--- config.mk ---
export PLATFORM = sky130hd
export DESIGN_NAME = softmax_normalizer_flat
export DESIGN_NICKNAME = d
export VERILOG_FILES = /design/src/rtl/softmax_normalizer_if.sv /design/src/rtl/softmax_normalizer.sv /design/src/flat_wrapper.sv
export SDC_FILE = /design/constraint.sdc
export NUM_CORES = 1
export LEC_CHECK = 0
export ABC_AREA = 0
export CAP_MARGIN = 10
export CORE_UTILIZATION = 50
export CTS_CLUSTER_DIAMETER = 60
export DETAILED_ROUTE_END_ITERATION = 6
export PLACE_DENSITY = 0.73
export SLEW_MARGIN = 20
export SYNTH_ARGS = -nofsm -noshare
export SYNTH_HDL_FRONTEND = slang
export SYNTH_SLANG_ARGS = --single-unit
--- constraint.sdc ---
create_clock -name clk -period 9.55 [get_ports clk]
set_input_delay 0.955 -clock clk [delete_from_list [all_inputs] [get_ports clk]]
set_output_delay 0.955 -clock clk [all_outputs]
set_load 0.03 [all_outputs]
--- src/rtl/softmax_normalizer_if.sv ---
// rtl/softmax_normalizer_if.sv - input, reciprocal and output stream bundle for softmax_normalizer
interface softmax_normalizer_if #(
  parameter int DATA_W = 8
);
  logic              in_valid;
  logic              in_ready;
  logic [DATA_W-1:0] in_data;
  logic [7:0]        recip_in;
  logic [7:0]        recip_out;
  logic              out_valid;
  logic              out_ready;
  logic [DATA_W-1:0] out_data;
  logic              out_last;
  logic              busy;

  modport slave (
    input  in_valid, in_data, recip_out, out_ready,
    output in_ready, recip_in, out_valid, out_data, out_last, busy
  );

  modport master (
    output in_valid, in_data, recip_out, out_ready,
    input  in_ready, recip_in, out_valid, out_data, out_last, busy
  );
endinterface

--- src/rtl/softmax_normalizer.sv ---
// rtl/softmax_normalizer.sv - sums a vector, normalizes it for a reciprocal unit, streams x_i/sum
module softmax_normalizer #(
  parameter int N_ELEM    = 4,
  parameter int DATA_W    = 8,
  parameter int RECIP_LAT = 1
) (
  input logic                 clk,
  input logic                 rst_n,
  softmax_normalizer_if.slave bus
);
  localparam int IDX_W  = $clog2(N_ELEM);
  localparam int SUM_W  = DATA_W + IDX_W;
  localparam int P_W    = $clog2(SUM_W);
  localparam int PROD_W = DATA_W + 8;
  localparam int WAIT_W = (RECIP_LAT > 1) ? $clog2(RECIP_LAT) : 1;
  localparam logic [IDX_W-1:0] LAST_IDX = IDX_W'(N_ELEM - 1);

  typedef enum logic [1:0] {S_FILL, S_NORM, S_WAIT, S_EMIT} state_t;

  state_t             r_state;
  state_t             w_next;
  logic [IDX_W-1:0]   r_count;
  logic [IDX_W-1:0]   r_k;
  logic [SUM_W-1:0]   r_sum;
  logic [DATA_W-1:0]  r_buf [N_ELEM];
  logic [P_W-1:0]     r_shift;
  logic [7:0]         r_recip_in;
  logic [7:0]         r_recip;
  logic               r_recip_ok;
  logic [WAIT_W-1:0]  r_wait;

  logic               w_in_fire;
  logic               w_out_fire;
  logic [P_W-1:0]     w_msb;
  logic [7:0]         w_norm;
  logic [7:0]         w_r;
  logic [PROD_W-1:0]  w_prod;
  logic [PROD_W-1:0]  w_scaled;

  assign w_in_fire  = (r_state == S_FILL) && bus.in_valid;
  assign w_out_fire = (r_state == S_EMIT) && bus.out_ready;

  always_comb begin
    w_msb = '0;
    for (int i = 0; i < SUM_W; i++) begin
      if (r_sum[i]) w_msb = P_W'(i);
    end
  end

  // Aligns the leading one of sum to bit 7; bits below p-7 are dropped (floor)
  assign w_norm = 8'({r_sum, 7'b0} >> w_msb);

  // The first EMIT cycle reads the reciprocal straight from the unit, then it is held locally
  assign w_r      = r_recip_ok ? r_recip : bus.recip_out;
  assign w_prod   = PROD_W'(r_buf[r_k]) * PROD_W'(w_r);
  assign w_scaled = w_prod >> r_shift;

  always_ff @(posedge clk or negedge rst_n) begin
    if (!rst_n) r_state <= S_FILL;
    else        r_state <= w_next;
  end

  always_comb begin
    w_next = r_state;
    case (r_state)
      S_FILL: if (w_in_fire && (r_count == LAST_IDX)) w_next = S_NORM;
      S_NORM: w_next = (r_sum == '0) ? S_EMIT : S_WAIT;
      S_WAIT: if (r_wait == WAIT_W'(RECIP_LAT - 1)) w_next = S_EMIT;
      S_EMIT: if (w_out_fire && (r_k == LAST_IDX)) w_next = S_FILL;
      default: w_next = S_FILL;
    endcase
  end

  always_comb begin
    bus.in_ready  = (r_state == S_FILL);
    bus.out_valid = (r_state == S_EMIT);
    bus.out_last  = (r_state == S_EMIT) && (r_k == LAST_IDX);
    bus.out_data  = '0;
    if (r_state == S_EMIT) begin
      bus.out_data = (|w_scaled[PROD_W-1:DATA_W]) ? {DATA_W{1'b1}} : w_scaled[DATA_W-1:0];
    end
    bus.recip_in  = r_recip_in;
    bus.busy      = !((r_state == S_FILL) && (r_count == '0));
  end

  always_ff @(posedge clk or negedge rst_n) begin
    if (!rst_n) begin
      r_count    <= '0;
      r_k        <= '0;
      r_sum      <= '0;
      r_shift    <= '0;
      r_recip_in <= '0;
      r_recip    <= '0;
      r_recip_ok <= 1'b0;
      r_wait     <= '0;
      for (int i = 0; i < N_ELEM; i++) r_buf[i] <= '0;
    end else begin
      case (r_state)
        S_FILL: begin
          if (w_in_fire) begin
            r_buf[r_count] <= bus.in_data;
            r_sum          <= r_sum + SUM_W'(bus.in_data);
            r_count        <= r_count + 1'b1;
          end
        end
        S_NORM: begin
          r_shift <= w_msb;
          r_wait  <= '0;
          if (r_sum == '0) begin
            r_recip_in <= '0;
            r_recip    <= '0;
            r_recip_ok <= 1'b1;
          end else begin
            r_recip_in <= w_norm;
            r_recip_ok <= 1'b0;
          end
        end
        S_WAIT: begin
          r_wait <= r_wait + 1'b1;
        end
        S_EMIT: begin
          if (!r_recip_ok) begin
            r_recip    <= bus.recip_out;
            r_recip_ok <= 1'b1;
          end
          if (w_out_fire) begin
            if (r_k == LAST_IDX) begin
              r_k     <= '0;
              r_count <= '0;
              r_sum   <= '0;
            end else begin
              r_k <= r_k + 1'b1;
            end
          end
        end
        default: begin
          r_k <= '0;
        end
      endcase
    end
  end
endmodule

--- src/flat_wrapper.sv ---
// flat-port wrapper written by rule: the top's interface ports become plain ports
module softmax_normalizer_flat 
#(
  parameter int N_ELEM    = 4,
  parameter int DATA_W    = 8,
  parameter int RECIP_LAT = 1
)
  (clk, rst_n, bus_in_valid, bus_in_data, bus_recip_out, bus_out_ready, bus_in_ready, bus_recip_in, bus_out_valid, bus_out_data, bus_out_last, bus_busy);
  softmax_normalizer_if #(.DATA_W(DATA_W)) bus_i ();
  input logic clk;
  input logic rst_n;
  input wire logic [$bits(bus_i.in_valid)-1:0] bus_in_valid;
  input wire logic [$bits(bus_i.in_data)-1:0] bus_in_data;
  input wire logic [$bits(bus_i.recip_out)-1:0] bus_recip_out;
  input wire logic [$bits(bus_i.out_ready)-1:0] bus_out_ready;
  output wire logic [$bits(bus_i.in_ready)-1:0] bus_in_ready;
  output wire logic [$bits(bus_i.recip_in)-1:0] bus_recip_in;
  output wire logic [$bits(bus_i.out_valid)-1:0] bus_out_valid;
  output wire logic [$bits(bus_i.out_data)-1:0] bus_out_data;
  output wire logic [$bits(bus_i.out_last)-1:0] bus_out_last;
  output wire logic [$bits(bus_i.busy)-1:0] bus_busy;
  assign bus_i.in_valid = bus_in_valid;
  assign bus_i.in_data = bus_in_data;
  assign bus_i.recip_out = bus_recip_out;
  assign bus_i.out_ready = bus_out_ready;
  assign bus_in_ready = bus_i.in_ready;
  assign bus_recip_in = bus_i.recip_in;
  assign bus_out_valid = bus_i.out_valid;
  assign bus_out_data = bus_i.out_data;
  assign bus_out_last = bus_i.out_last;
  assign bus_busy = bus_i.busy;
  softmax_normalizer #(.N_ELEM(N_ELEM), .DATA_W(DATA_W), .RECIP_LAT(RECIP_LAT)) u_core (.clk(clk), .rst_n(rst_n), .bus(bus_i));
endmodule
After elaboration in Yosys (flattened, before gate mapping) --
Index checks and enable logic that the tools add are counted.
Word-level totals: register bits after elaboration 70, output and inout bits 20
Operators by class: $lt $le $gt $ge 3, bitwise operators 2, shifts and indexed selects 2, multiply operators 1, equality and inequality tests 12, reductions and logical operators 20, muxes and demuxes 38, add/subtract/negate cells 4
Operators by type and width (count):
- $mux 8 | 8
- $bwmux 32 | 1
- $mux 4 | 8
- $mux 10 | 3
- $pmux 10 s2 | 1
- $shr 17x4->8 | 1
- $bmux 8 s2 | 1
- $demux 8 s2 | 1
- $mul 8x8->16 | 1
- $pmux 8 s2 | 1
- $shr 16x4->16 | 1
- $mux 2 | 7
- $ne 2x1->1 const B | 6
- $add 10x8->10 | 1
- $logic_not 10->1 | 1
- $eq 2x2->1 const B | 4
- $pmux 2 s4 | 1
- $reduce_or 8->1 | 1
- $logic_and 1x1->1 | 7
- $ge 3x3->1 const B | 2
- $not 2->3 | 2
- $reduce_and 2->1 | 3
- $reduce_bool 2->1 | 3
- $add 2x1->2 const B | 2
- 11 further kinds | 15

Logic depth before layout (Yosys ltp) --
depth in word-level cells 11, depth in mapped cells 22, gate-level depth less buffers 20

Worst setup path after synthesis --
Ideal clock, no wire load.
kind register -> output, from register u_core.r_k[0], to output port bus_out_data[0], cell stages (with the launch flop) 19, data arrival time 6324 ps, setup slack 2271 ps, path buffers 3, cells stage by stage dfrtp_1 > clkbuf_1 > clkbuf_1 > mux4_2 > nand2_1 > fa_1 > fa_1 > fa_1 > fa_1 > inv_1 > ha_1 > buf_4 > a21oi_1 > a21oi_1 > a211o_1 > mux4_2 > o2111ai_2 > a221oi_4 > a311oi_1
On the way: cells in the longest elaborated chain, start to end 9
Ends and longest elaborated chain:
- start: declaration | line softmax_normalizer.sv:23 | logic [IDX_W-1:0] r_k;
- start signal: assignment | line softmax_normalizer.sv:132 | r_k <= r_k + 1'b1;
- $not 2->3 (not written as such) (*) | line softmax_normalizer.sv:55 | assign w_prod = PROD_W'(r_buf[r_k]) * PROD_W'(w_r);
- $bmux 8 s2 (*) | line softmax_normalizer.sv:55
- $mux 8 (not written as such) (*) (2 in a row) | line softmax_normalizer.sv:55
- $mul 8x8->16 (*) | line softmax_normalizer.sv:55
- $shr 16x4->16 (*) | line softmax_normalizer.sv:56 | assign w_scaled = w_prod >> r_shift;
- $reduce_or 8->1 | line softmax_normalizer.sv:80 | bus.out_data = (|w_scaled[PROD_W-1:DATA_W]) ? {DATA_W{1'b1}} : w_scaled[DATA_W-1:0];
- $mux 8 (*) | line softmax_normalizer.sv:80
- $mux 8 (*) | line softmax_normalizer.sv:79 | if (r_state == S_EMIT) begin
- end: declaration | line flat_wrapper.sv:19 | output wire logic [$bits(bus_i.out_data)-1:0] bus_out_data;
Every way passes the cells marked *; elsewhere a longest branch is shown, timed or not. The select of a mux whose other input is x is not followed.

Worst setup path after layout --
from register u_core.r_k[0], to output port bus_out_data[1]
Same word-level chain as after synthesis.

==> impl_results.md <==
- Worst Path Required: approximately 8.6 ns
- Netlist Area Pre-Place: slightly below 7000 µm²
- Pre-CTS WS: between 1 and 1.5 ns
- DPL Wire Length: roughly 13 mm
- M2 GR Usage: 0.4118
- Via density per instance: around 6.0
- Footprint of the multi-input gates: between 4000 and 5000 µm²
- Post-Syn Instances: 713
- Placer Congestion: 0.9411
- Crit-path max cell delay: between 0.7 and 0.8 ns
- Final Hold Fails: 0
- R2R cell count: 10
- Critical path class: register to primary output
- Met3 usage: 0.03755
- Initial antenna violation count: 0
- Max Buffers Root-to-Sink: 2
- Clock Latency Late Sink: between 0.3 and 0.4 ns
- Synth Area in Simple Gates: 0.1212
- Final worst path period share: 0.8817
- Fmax: 118.8 MHz
- CTS Hold Bufs: 0
- Port bufs: 39
- Max_cap viols: 0
- CTS tree: built
- Crit path arrival time: 7.46 ns
- Row count: 42
- Final nets: ~850
- Adder-Cell Fraction of Synth Area: 0.2021
- RSZ-0062 raised after global routing: false
- Global-route wire length before repair: 27.88 mm
- Setup WS post-layout: 1.130 ns
- Busiest grt layer: met2
- Crit-path most repeated cell: fa_1
- Antenna fix cells: 0
- Routed WL: 16.34 mm
- Vias: 5540
- Syn avg cell area: between 9 and 10 µm²
- Post-synthesis mux area share: 0.1446
- FILL cells: 1134
- Cts repair resizes: 0
- CP startpoint: u_core.r_k[0]
- Setup TNS: 0 ns
- Worst Hold Class: register to register
- Final-report setup violation count: 0
- Hold WS: 0.4882 ns
- Post-route ant nets: 0
- Vias in the first global route: 5678
- Clock root cell: clkbuf_16
- Largest family of logic cells by synthesized area: adder cells
- Post-synthesis sequential element count: 70
- Outcome: finished, final reports clean
- First-pass DRT Iterations: 5
- Max_slew headroom: 0.4113
- Setup Skew: 0.008317 ns
- Top FF cell, synth: dfrtp_1
- Critical Path Sink Type: primary output
- Crit-path slowest cell: dfrtp_1
- Sequential cell area: 1752 µm²
- Clock sink total: 70
- Syn nets: 823
- CTS clk-pin slew, worst paths: 0.06 ns
- Iter 0 DRT Violations: 433
- EDFF count, synth: 0
- Compound-gate portion of the synthesized area: 0.1925
- Synth-to-Final Area Change: 10.48%
- Largest net degree at the start of global routing: 71
- Core Util, Final: 0.5728
- Remaining DRCs: 0
- Register area share after synthesis: 0.2521
- Worst r2r src: u_core.r_sum[0]
- Post-CTS setup buffer count: 0
- Depth of the CTS H-tree: 3
- DIE AREA: approximately 14000 µm²
- Xor/xnor share of the synthesized area: 0.01873
- Worst hold path stage count: 1
- Startpoint types: register
- Core area: 13400 µm²
- Worst slew pin tran: 0.8830 ns
- Critical path, cell by cell: mux4_2 > nand2_1 > fa_1 > fa_1 > fa_1 > fa_1 > inv_1 > ha_1 > o211ai_2 > a21oi_2 > o211ai_1 > a2111oi_0 > o21ai_0 > nand3b_4 > a211oi_1 > a221oi_1 > clkdlybuf4s50_1
- Total gr overflow: 0
- Share of layout cells above drive strength 1: 0.1358
- Fin. max-slew vios: 0
- Top Ports: 40
- Die height: between 100 and 150 µm
- Async SR Flop Fraction: 1.000
- Hold_sp: u_core.r_recip[2]
- Netlist cell types: 78
- Starting Density: 0.5185
- Met1 Use GR: 0.3182
- Die width: 119.9 µm
- Tot GR Track Use: 0.2436
- WL per Instance: 17.76 µm
- Min cycle time layout: 8.420 ns
- Cts bufs inserted: 9
- Synth warnings: 0
- Worst-path fanout max: 15
## cells in the final DEF, fill, tap and decap left out, types with 11 or more instances in the layout
cell             instances
nand2_1                 80
inv_1                   74
dfrtp_1                 70
ha_1                    53
mux2_2                  45
nor2_1                  42
a21oi_1                 39
clkdlybuf4s50_1         38
fa_1                    37
o21ai_0                 32
mux2i_1                 22
nor3_1                  12
a22o_1                  11
## metrics by stage
step	instances	cell area, µm²
floorplan	713	6948
global placement	904	7376
detailed placement	904	7376
CTS	920	7676
global route	920	7676
finish	920	7676
## cell type report
class,instances,area share
clock buffers,10,0.03113
clock inverters,6,0.007987
inverters,76,0.03716
multi-input cells,541,0.6147
flip-flops and latches,70,0.2282
well taps,176,0.02869
repair buffers,41,0.05216
## worst paths after layout
check                                    end  slack [ns]
max in group asynchronous   u_core.r_buf[26]        8.15
hold reg to reg            u_core.r_recip[2]        0.49
hold / removal             u_core.r_recip[2]        0.49
min in group asynchronous    u_core.r_sum[4]        0.81
setup reg to reg             u_core.r_sum[8]        6.96
setup / recovery             bus_out_data[1]        1.13
## per-layer routing
metal,vias to the layer above,wire [µm]
met3,20,817
met2,167,8149
li1,2614,-
met5,-,0
met1,2739,7134
met4,0,240
## cells in the mapped netlist, types with 7 or more instances
master	instances	area share
a211oi_1	9	0.0097
a21oi_1	39	0.028
a221oi_1	10	0.013
a22o_1	11	0.014
clkbuf_1	14	0.0076
clkbuf_8	8	0.016
dfrtp_1	70	0.25
fa_1	37	0.11
ha_1	53	0.095
inv_1	74	0.040
mux2_2	45	0.073
mux2i_1	22	0.032
mux4_2	10	0.032
nand2_1	80	0.043
nand2b_1	7	0.0063
nand3_1	9	0.0065
nor2_1	42	0.023
nor2b_1	10	0.0090
nor3_1	12	0.0086
o21ai_0	32	0.023
xor2_1	7	0.0088
## cells by family (layout without fill, tap and decap cells)
group                      after synthesis  count (layout)
adders and majority gates               90              90
muxes                                   79              79
xor gates and xnor gates                14              14
DFF                                     70              70
and+or+nand+nor                        182             182
buffers and inverters                  102             133
AOI/OAI and AO/OA                      176             176
## worst max-delay path: cells and delay by family, from the launching register on
| family | cells | cell delay, ns |
|---|---|---|
| flip-flops | 1 | 0.78 |
| buffers and inverters | 2 | 0.78 |
| adder cells (fa/ha/maj) | 5 | 2.57 |
| multiplexers | 1 | 0.72 |
| AND/OR/NAND/NOR | 2 | 0.35 |
| AO/OA/AOI/OAI | 7 | 1.92 |
## registers in the layout, summed over array words and instances, names as in the netlist
register / cells
u_core.r_state: 2
u_core.r_recip: 8
u_core.bus.recip_in: 8
u_core.r_k: 2
u_core.r_buf: 32
u_core.r_wait: 1
u_core.r_sum: 10
u_core.r_count: 2
u_core.r_recip_ok: 1
u_core.r_shift: 4
Power is not shown: default switching activity piles up to over one toggle a cycle in this logic, so the estimate is an artifact.
